File: src/rtl/qed_sif_commit_tracker.sv
// QED commit-point tracker: drains the pipeline on request, marks T_C with a one-cycle pulse,
// then counts retired original/duplicate instructions and reports when the check is valid.
module qed_sif_commit_tracker #(
  parameter int CNT_W  = 8,
  parameter int INFL_W = 4
) (
  input  logic             clk,
  input  logic             rst,
  input  logic             commit_req,
  input  logic             issue_valid,
  input  logic             retire_valid,
  input  logic             retire_dup,
  output logic             fetch_hold,
  output logic [1:0]       sif_state,
  output logic             sif_commit,
  output logic             sif_commit_pulsed,
  output logic [CNT_W-1:0] qed_num_orig,
  output logic [CNT_W-1:0] qed_num_dup,
  output logic             qed_check_valid,
  output logic             track_err
);

  typedef enum logic [1:0] {
    IDLE   = 2'd0,
    DRAIN  = 2'd1,
    COMMIT = 2'd2,
    TRACK  = 2'd3
  } state_t;

  localparam logic [INFL_W-1:0] INFL_MAX = {INFL_W{1'b1}};
  localparam logic [CNT_W-1:0]  CNT_MAX  = {CNT_W{1'b1}};

  state_t              state_r;
  state_t              state_nxt;
  logic [INFL_W-1:0]   infl_r;
  logic [INFL_W-1:0]   infl_nxt;
  logic                infl_err;
  logic [CNT_W-1:0]    orig_r;
  logic [CNT_W-1:0]    orig_nxt;
  logic [CNT_W-1:0]    dup_r;
  logic [CNT_W-1:0]    dup_nxt;
  logic                cnt_err;
  logic                fetch_hold_r;
  logic                commit_r;
  logic                pulse_r;
  logic                check_valid_r;
  logic                track_err_r;

  // In-flight counter; overflow/underflow hold the count and flag an error.
  always_comb begin
    infl_nxt = infl_r;
    infl_err = 1'b0;
    if (issue_valid && !retire_valid) begin
      if (infl_r == INFL_MAX) begin
        infl_err = 1'b1;
      end else begin
        infl_nxt = infl_r + {{(INFL_W-1){1'b0}}, 1'b1};
      end
    end else if (retire_valid && !issue_valid) begin
      if (infl_r == {INFL_W{1'b0}}) begin
        infl_err = 1'b1;
      end else begin
        infl_nxt = infl_r - {{(INFL_W-1){1'b0}}, 1'b1};
      end
    end else begin
      infl_nxt = infl_r;
    end
  end

  // Drain uses the post-update count so a retire that empties the pipe commits immediately.
  always_comb begin
    state_nxt = state_r;
    case (state_r)
      IDLE: begin
        if (commit_req) begin
          state_nxt = DRAIN;
        end else begin
          state_nxt = IDLE;
        end
      end
      DRAIN: begin
        if (infl_nxt == {INFL_W{1'b0}}) begin
          state_nxt = COMMIT;
        end else begin
          state_nxt = DRAIN;
        end
      end
      COMMIT:  state_nxt = TRACK;
      TRACK:   state_nxt = TRACK;
      default: state_nxt = IDLE;
    endcase
  end

  // Retire counting is active only in TRACK; a duplicate overtaking its original is an error.
  always_comb begin
    orig_nxt = orig_r;
    dup_nxt  = dup_r;
    cnt_err  = 1'b0;
    if (state_nxt == COMMIT) begin
      orig_nxt = {CNT_W{1'b0}};
      dup_nxt  = {CNT_W{1'b0}};
    end else if ((state_r == TRACK) && retire_valid) begin
      if (retire_dup) begin
        if (dup_r == orig_r) begin
          cnt_err = 1'b1;
        end else begin
          cnt_err = 1'b0;
        end
        if (dup_r == CNT_MAX) begin
          cnt_err = 1'b1;
        end else begin
          dup_nxt = dup_r + {{(CNT_W-1){1'b0}}, 1'b1};
        end
      end else begin
        if (orig_r == CNT_MAX) begin
          cnt_err = 1'b1;
        end else begin
          orig_nxt = orig_r + {{(CNT_W-1){1'b0}}, 1'b1};
        end
      end
    end else begin
      orig_nxt = orig_r;
      dup_nxt  = dup_r;
    end
  end

  // State, counters and registered outputs (all decoded from next-state values).
  always_ff @(posedge clk) begin
    if (rst) begin
      state_r       <= IDLE;
      infl_r        <= {INFL_W{1'b0}};
      orig_r        <= {CNT_W{1'b0}};
      dup_r         <= {CNT_W{1'b0}};
      fetch_hold_r  <= 1'b0;
      commit_r      <= 1'b0;
      pulse_r       <= 1'b0;
      check_valid_r <= 1'b0;
      track_err_r   <= 1'b0;
    end else begin
      state_r       <= state_nxt;
      infl_r        <= infl_nxt;
      orig_r        <= orig_nxt;
      dup_r         <= dup_nxt;
      fetch_hold_r  <= (state_nxt == DRAIN);
      commit_r      <= (state_nxt == COMMIT) || (state_nxt == TRACK);
      pulse_r       <= (state_nxt == COMMIT);
      check_valid_r <= (state_nxt == TRACK) && (orig_nxt == dup_nxt) &&
                       (orig_nxt != {CNT_W{1'b0}}) && (infl_nxt == {INFL_W{1'b0}});
      track_err_r   <= track_err_r | infl_err | cnt_err;
    end
  end

  assign sif_state         = state_r;
  assign fetch_hold        = fetch_hold_r;
  assign sif_commit        = commit_r;
  assign sif_commit_pulsed = pulse_r;
  assign qed_num_orig      = orig_r;
  assign qed_num_dup       = dup_r;
  assign qed_check_valid   = check_valid_r;
  assign track_err         = track_err_r;

endmodule

File: config.mk
export PLATFORM = sky130hd
export DESIGN_NAME = qed_sif_commit_tracker
export DESIGN_NICKNAME = d
export VERILOG_FILES = /design/src/rtl/qed_sif_commit_tracker.sv
export SDC_FILE = /design/constraint.sdc
export NUM_CORES = 1
export LEC_CHECK = 0
export CAP_MARGIN = 20
export CORE_MARGIN = 2
export CORE_UTILIZATION = 45
export CTS_CLUSTER_SIZE = 40
export DETAILED_ROUTE_END_ITERATION = 10
export GPL_TIMING_DRIVEN = 0
export HOLD_SLACK_MARGIN = 0.08
export PLACE_DENSITY = 0.8
export SLEW_MARGIN = 20
export SYNTH_ARGS = -nofsm -noshare
export SYNTH_HDL_FRONTEND = slang
export SYNTH_SLANG_ARGS = --single-unit
File: constraint.sdc
create_clock -name clk -period 5.9 [get_ports clk]
set_input_delay 0.885 -clock clk [delete_from_list [all_inputs] [get_ports clk]]
set_output_delay 0.885 -clock clk [all_outputs]
set_load 0.05 [all_outputs]
==> metrics.csv, run 1 <==
metric,value,unit
status,"complete, no violations",
yosysWarningCount,0,
drtAntennaViolNets,0,
crit_fanout,10,
ir_worst_vdd,0.0001079,V
start_util,46.86,%
worst_pin_slew,0.5707,ns
grt_pass1_vias,1471,
yosysTopAreaCellShare,31.51,%
syn_area,0.001715,mm2
syn_avg_cell_area,8.208,um2
drive_above_1_share,5.021,%
synth_cells,209,
worstPathRequired,6.11,ns
setup_tns,0,ns
cts_made_buffers,3,
synth-seq-cells,27,
cts_tree,built,
die_area,0.004322,mm2
synth-async-reset-ratio,0,%
crit_chain,"clkdlybuf4s50_1, buf_2, nand4b_1, nor3_1, nand3_1, mux2i_1, xnor2_1, nand3_1, a31oi_1",
synth_nets,219,
seq_area_frac_synth,31.51,%
clock_power_share,27.6,%
portBuffers,26,
ff2ff_setup_slack,3.28,ns
met2_usage,33.46,%
vias,1604,
dr.pass1.iters,4,
cts_hold_buffers,0,
path_buf_inv,2,
cts_max_level,1,
cts-root-buf,clkbuf_8,
period_needed,3.137,ns
die_h,65.74,um
p_int,272.5,uW
rsz0062_at_grt,no,
layout_common_cells,"nor2_1, dfxtp_1, clkdlybuf4s50_1",
cp_top_family,simple AND/OR/NAND/NOR gates,
synth.area.top_cells,"dfxtp_1, xnor2_1, nor2_1",
finClkSkew,0.003746,ns
power,396.2,uW
core.rowCount,22,
busiest_layer,met2,
antenna_found_initial,0,
cp_slowest_cell,clkdlybuf4s50_1,
synth_cell_types,49,
fmax,0.3188,GHz
power_switching,123.7,uW
max_stage_delay,0.53,ns
drc,0,
drt-wirelength-per-cell,13.40,um
n_antenna_cell,0,
insertion_delay,0.28,ns
overflow,0,
cts_setup_buffers,0,
dpl.hpwl,2865,um
cts_buffer_depth,2,
period_share,53.16,%
maxSlewHeadroom,61.72,%
cp_common_cell,nand3_1,
num_io_pins,29,
maxCapViolations,0,
crit_type,input port to flop,
p_leak,0.0007523,uW
slew_viol_final,0,
clk_pin_slew,0.10,ns
power.share.switching,31.22,%
grtUsageMet3,2.397,%
synth_edf_count,0,
share_comb_of_total_power,22.9,%
core_area,0.003661,mm2
seqPwrFrac,49.5,%
fillers,337,
worst_setup_path_end_kind,flop,
cts_resized,0,
use_met1,24.49,%
finalSetupViolations,0,
min_path_type,flop to flop,
ys.flop_type,dfxtp_1,
die-width,65.74,um
track_usage,19.27,%
final_hold_viol_count,0,
drtIter0Drc,79,
crit_arrival,3.34,ns
grt_first_pass_wirelength,6589,um
yosysTopAreaCell,dfxtp_1,
grt_start_max_net_pins,16,
vias_per_cell,5.589,
powerDensity,190.3,mW/mm2
gp_congestion,0.8828,
startpoint_type,input port,
clock-sinks,27,
area_growth,21.37,%
finalWirelength,3845,um
layout.nets,250,
[logic make-up after synthesis]
| family | after synthesis | synth area share [%] |
|---|---|---|
| and+or+nand+nor | 92 | 28.01 |
| AOI/OAI and AO/OA | 32 | 13.86 |
| DFF | 27 | 31.51 |
| muxes | 11 | 6.492 |
| adders and majority gates | 4 | 2.918 |
| buffers and inverters | 20 | 5.470 |
| xor gates and xnor gates | 23 | 11.74 |
[synth_stat cells, drive strengths merged (5+ instances only)]
cell    number
xnor2       14
dfxtp       27
xor2         9
mux2i       10
nor3         6
inv          6
nor2        27
a21oi        6
nand3        9
o21ai        5
nand4        9
nand2       15
nand2b       6
clkbuf      10
[per-stage QoR]
step	util [%]	instances	hold slack, ns	instance area [um2]	setup WS [ns]
after floorplan	-	209	0.5876	1715	3.281
after global placement	55.60	283	0.5346	2036	2.486
after detailed placement	55.60	283	0.5454	2036	2.493
after CTS	56.87	287	0.5572	2082	2.778
after global routing	56.87	287	0.5834	2082	2.510
final	56.87	287	0.5472	2082	2.763
[final timing paths]
kind | from | end | cells past startpoint
setup / recovery | retire_valid | qed_check_valid | 9
hold / removal | sif_state[1] | fetch_hold | 1
setup reg to reg | qed_num_dup[0] | qed_check_valid | 8
hold reg to reg | sif_state[1] | fetch_hold | 1
[sequential cells by signal, summed over array words and instances (netlist names)]
name               count
track_err              1
qed_num_dup            8
infl_r                 4
fetch_hold             1
sif_commit_pulsed      1
sif_state              2
qed_check_valid        1
qed_num_orig           8
sif_commit             1
[power by group through the flow]
stage / registers, uW / clock network [uW] / logic (uW)
after global routing: 198 / 120 / 98.6
after global placement: 200 / 0 / 89.0
after floorplan: 216 / 0 / 52.2
final: 196 / 109 / 90.8
after CTS: 196 / 110 / 91.0
after detailed placement: 201 / 0 / 90.7
[per-layer routing]
layer | up-vias | part of all wire, %
met5 | - | 0
met4 | 0 | 1.1
met3 | 5 | 4.6
met2 | 42 | 50
met1 | 758 | 44
li1 | 799 | -
[cell type report]
| cell class | instances | area [um2] | area share (%) |
|---|---|---|---|
| clock inverter | 1 | 5.005 | 0.2404 |
| sequential | 27 | 540.5 | 25.96 |
| multi-input combinational | 162 | 1081 | 51.92 |
| clock buffer | 3 | 41.29 | 1.983 |
| timing repair buffer | 26 | 260.3 | 12.50 |
| inverter | 6 | 22.52 | 1.082 |
| tap | 48 | 60.06 | 2.885 |
| buffer | 14 | 71.32 | 3.425 |
No activity file was read; power rests on OpenSTA's default activity.
==> inputs of run 2 (changes only) <==
- PLACE_DENSITY: 0.8 -> 0.83
- clock period: 5.9 -> 2.85 ns (I/O delays scaled with it)
==> run 2 against run 1 <==
  * Non-clock buffer count unchanged
  * Sequential cell count stayed put
  * Setup slack got worse by 2.6 ns
  * Clock power increased by 100%
  * Register-to-register slack got worse by 3.0 ns
  * Sequential share of layout area down 0.16 points
  * Critical endpoint unchanged
  * Largest power group unchanged
==> metrics.csv, run 2 (same netlist as run 1, synthesis figures left out) <==
metric,value,unit,change
dr.pass1.iters,4,,unchanged
fin_area,0.002095,mm2,+0.60%
postLayoutCoreUtil,57.21,%,+0.34 points
portBuffers,26,,unchanged
fmax,0.3764,GHz,
worst_pin_slew,0.6399,ns,+0.06920 ns
grt_start_max_net_pins,16,,unchanged
cts_tree,built,,
grt_pass1_vias,1433,,-2.6%
finalWirelength,3948,um,+2.7%
cts_max_level,1,,unchanged
clk_pin_slew,0.10,ns,about the same
clock-sinks,27,,unchanged
ff2ff_path_depth,10,,+2
maxSlewHeadroom,57.08,%,-4.6 points
cts-root-buf,clkbuf_8,,
drt-wirelength-per-cell,13.76,um,+2.7%
die-width,65.74,um,unchanged
crit_fanout,8,,-2
gp_congestion,0.9052,,+2.5%
overflow,0,,unchanged
core.rowCount,22,,unchanged
worst_setup_path_end_kind,flop,,
final_hold_viol_count,0,,unchanged
cts_buffer_depth,2,,unchanged
drive_above_1_share,6.276,%,+1.3 points
vias,1565,,-2.4%
finClkSkew,0.007138,ns,+0.003392 ns
cts_made_buffers,3,,unchanged
drtAntennaViolNets,0,,unchanged
insertion_delay,0.27,ns,about the same
r2r-start,infl_r[0],,
worstPathRequired,3.01,ns,-3.10 ns
maxCapViolations,0,,unchanged
max_stage_delay,0.61,ns,+0.08 ns
cts_hold_buffers,0,,unchanged
cp_slowest_cell,o41ai_4,,
dpl.hpwl,2936,um,+2.5%
startpoint_type,input port,,
area_growth,22.10,%,
crit_chain,"clkdlybuf4s50_1, or4b_1, a222oi_1, a21oi_1, o41ai_4, nor2_1, nand4_1, a31oi_1",,
num_io_pins,29,,unchanged
antenna_found_initial,0,,unchanged
die_h,65.74,um,unchanged
powerDensity,388.5,mW/mm2,+100%
crit_start,retire_valid,,
setup_tns,0,ns,unchanged
place_area,0.002036,mm2,unchanged
period_needed,2.657,ns,
crit_type,input port to flop,,
core_area,0.003661,mm2,unchanged
n_antenna_cell,0,,unchanged
track_usage,18.66,%,-0.61 points
finalSetupViolations,0,,unchanged
layout_common_cells,"nor2_1, dfxtp_1, clkdlybuf4s50_1",,
crit_end,qed_check_valid,,
ff2ff_setup_slack,0.27,ns,-3.01 ns
drtIter0Drc,62,,-22%
r2r_end,qed_check_valid,,
status,"complete, no violations",,
grt_first_pass_wirelength,6492,um,-1.5%
crit_arrival,2.82,ns,-0.52 ns
placed_cells,283,,unchanged
drc,0,,unchanged
die_area,0.004322,mm2,unchanged
fin_cells,287,,unchanged
period_share,93.22,%,
slew_viol_final,0,,unchanged
start_util,46.86,%,unchanged
layout.nets,250,,unchanged
ir_worst_vdd,0.0003404,V,+220%
vias_per_cell,5.453,,-2.4%
p_leak,0.0007469,uW,-0.72%
rsz0062_at_grt,no,,
min_path_type,input port to flop,,
run 2: changes by cell type in the layout (fill, tap and decap cells not counted):
| cell | change |
|---|---|
| mux2i_1 | -1 |
| mux2i_2 | +1 |
| nor3_1 | -1 |
| nor3_2 | +1 |
| o21ai_1 | -1 |
| o21ai_2 | +1 |
run 2: timing repair:
action / in CTS / in global routing
gates resized for setup: 0 / 3
buffers inserted: 0 / 0
endpoints found under the setup margin: 0 / 1
run 2: per-stage QoR:
stage	setup slack [ns]	power, uW	hold WS, ns
3_5_place_dp	-0.09843	602.1	0.5316
3_3_place_gp	-0.07274	598.5	0.5282
6_report	0.1932	813.8	0.5108
2_1_floorplan	0.2901	554.7	0.5876
4_1_cts	0.1808	818.9	0.5051
5_1_grt	0.04638	860.1	0.5458
run 2: cell type report:
cell class	instances	area, um2
Sequential cell	27	540.5
Clock buffer	3	41.29
Multi-Input combinational cell	162	1094
Inverter	6	22.52
Timing Repair Buffer	26	260.3
Buffer	14	71.32
Clock inverter	1	5.005
Fill cell	342	1567
Tap cell	48	60.06
run 2: metal layers:
layer	track usage [%]	vias up	share of wire, %
li1	-	806	-
met5	0	-	0
met2	32.20	41	48
met3	4.452	0	5.9
met4	3.646	0	0
met1	23.60	718	46
run 2: worst min path at each step:
stage	from	to	slack, ns	depth (start not counted)
floorplan	infl_r[1]	infl_r[1]	0.59	2
global placement	track_err	track_err	0.53	2
detailed placement	track_err	track_err	0.53	2
CTS	rst	infl_r[0]	0.51	2
global route	rst	infl_r[0]	0.55	2
finish	rst	infl_r[0]	0.51	2
run 2: worst max-delay path, delay by kind of cell:
| family | cells | cell delay (ns) |
|---|---|---|
| buffers and inverters | 1 | 0.51 |
| AND/OR/NAND/NOR | 3 | 0.69 |
| AO/OA/AOI/OAI | 4 | 1.18 |
run 2: report_power, final:
part           switching [uW]  total, uW  internal (uW)  leakage [uW]
clock                     123        221           98.1     0.0000255
sequential               12.7        406            393      0.000219
combinational             114        187           72.5      0.000502
==> inputs of run 3 (changes only) <==
- CELL_PAD_IN_SITES_DETAIL_PLACEMENT: unset -> 0
- CELL_PAD_IN_SITES_GLOBAL_PLACEMENT: unset -> 1
- CORE_UTILIZATION: 45 -> 35
- PLACE_DENSITY: 0.83 -> 0.86
==> run 3 against run 2 <==
  * Power is 0.56% higher
  * Routed wire length fell by 0.23%
  * Design area increased by 0.78%
  * Critical endpoint is now qed_num_dup[1]
  * Highest routed layer is now met4
==> metrics.csv, run 3 (same netlist as run 1, synthesis figures left out) <==
metric,value,unit,change
slew_viol_final,0,,unchanged
period_needed,2.697,ns,+0.04002 ns
min_path_type,input port to flop,,
dpl.hpwl,2960,um,+0.82%
drc,0,,unchanged
overflow,0,,unchanged
p_leak,0.0007523,uW,+0.73%
ff2ff_setup_slack,0.28,ns,about the same
place_area,0.002059,mm2,+1.2%
fin_area,0.002111,mm2,+0.78%
finClkSkew,0.003115,ns,-0.004023 ns
clock_power_share,27.3,%,+0.2 points
n_antenna_cell,0,,unchanged
portBuffers,26,,unchanged
crit_start,retire_valid,,
status,"complete, no violations",,
cts_buffer_depth,2,,unchanged
r2r-start,infl_r[0],,
finalWorstSetupSlack,0.1532,ns,-0.04002 ns
min_to,infl_r[0],,
seqPwrFrac,49.7,%,-0.2 points
cts_made_buffers,3,,unchanged
fmax,0.3708,GHz,-1.5%
ir_worst_vdd,0.0001960,V,-42%
crit_type,input port to flop,,
worst_pin_slew,0.5830,ns,-0.05694 ns
setup_tns,0,ns,unchanged
period_share,94.62,%,+1.4 points
rsz0062_at_grt,no,,
cts_resized,0,,unchanged
whs_path_depth,2,,unchanged
die_area,0.005477,mm2,+27%
crit_arrival,2.86,ns,+0.04 ns
maxSlewHeadroom,61.00,%,+3.9 points
antenna_found_initial,0,,unchanged
drt-wirelength-per-cell,12.87,um,-6.4%
post-place-ws,-0.1362,ns,-0.03777 ns
maxCapViolations,0,,unchanged
r2r_end,qed_num_dup[1],,
cts_setup_buffers,0,,unchanged
layout.nets,250,,unchanged
clk_pin_slew,0.09,ns,about the same
power.share.switching,31.06,%,+0.35 points
cts-root-buf,clkbuf_8,,
grt_first_pass_wirelength,6444,um,-0.74%
die_h,74.01,um,+13%
worstPathRequired,3.02,ns,about the same
cts_tree,built,,
grt_pass1_vias,1434,,+0.070%
die-width,74.01,um,+13%
power_switching,254.2,uW,+1.7%
num_io_pins,29,,unchanged
finalWirelength,3939,um,-0.23%
cts_max_level,1,,unchanged
track_usage,14.94,%,-3.7 points
fillers,491,,+44%
startpoint_type,input port,,
layout_common_cells,"nor2_1, dfxtp_1, clkdlybuf4s50_1",,
core_area,0.004723,mm2,+29%
p_int,564.2,uW,about the same
min_from,rst,,
finalSetupViolations,0,,unchanged
core.rowCount,25,,+14%
vias,1576,,+0.70%
vias_per_cell,5.150,,-5.5%
drive_above_1_share,5.439,%,-0.84 points
start_util,36.32,%,-11 points
grt_start_max_net_pins,16,,unchanged
area_growth,23.05,%,
cts_hold_buffers,0,,unchanged
final_hold_viol_count,0,,unchanged
drtIter0Drc,73,,+18%
clock-sinks,27,,unchanged
gp_congestion,0.8788,,-2.9%
drtAntennaViolNets,0,,unchanged
ff2ff_path_depth,7,,-3
insertion_delay,0.28,ns,about the same
crit_fanout,10,,+2
powerDensity,387.7,mW/mm2,-0.21%
dr.pass1.iters,4,,unchanged
worst_setup_path_end_kind,flop,,
postLayoutCoreUtil,44.69,%,-13 points
share_comb_of_total_power,23.0,%,about the same
[run 3: final cells by class]
cell class / instances / area (um2) / area share (%)
clock buffer: 3 / 41.29 / 1.956
multi-input combinational: 162 / 1086 / 51.45
clock inverter: 1 / 5.005 / 0.2371
timing repair buffer: 26 / 260.3 / 12.33
tap: 67 / 83.83 / 3.972
buffer: 14 / 71.32 / 3.379
inverter: 6 / 22.52 / 1.067
sequential: 27 / 540.5 / 25.61
[run 3: power groups by stage]
stage | sequential, uW | combinational, uW | clock, uW
5_1_grt | 409 | 204 | 246
6_report | 406 | 188 | 224
4_1_cts | 407 | 189 | 236
3_5_place_dp | 416 | 188 | 0
2_1_floorplan | 447 | 108 | 0
3_3_place_gp | 415 | 188 | 0
[run 3: layer usage]
metal	vias to the layer above	wire, um	global-route usage, %
met5	-	0	0
met4	0	38	3.636
met3	4	187	3.117
met2	39	1777	24.40
met1	730	1935	20.23
li1	803	-	-
[run 3: worst max-delay path by stage]
stage | endpoint | slack [ns] | cells after the start
5_1_grt | qed_check_valid | 0.05 | 8
2_1_floorplan | qed_check_valid | 0.29 | 8
3_5_place_dp | qed_num_dup[1] | -0.14 | 7
3_3_place_gp | qed_check_valid | -0.16 | 8
6_report | qed_num_dup[1] | 0.15 | 7
4_1_cts | qed_num_dup[1] | 0.16 | 7
[run 3: critical path, cell delays in order]
cell             delay (ns)
clkdlybuf4s50_1        0.53
or4b_1                 0.45
a222oi_1               0.37
a21oi_1                0.16
o41ai_4                0.65
buf_6                  0.22
nor2_1                 0.05
[run 3: per-stage QoR]
stage / power (uW) / hold WS (ns) / cells
after global routing: 859.5 / 0.5244 / 306
after global placement: 603.1 / 0.5324 / 302
after detailed placement: 604.3 / 0.5489 / 302
after floorplan: 554.7 / 0.5876 / 209
after CTS: 831.7 / 0.5243 / 306
final: 818.4 / 0.5141 / 306
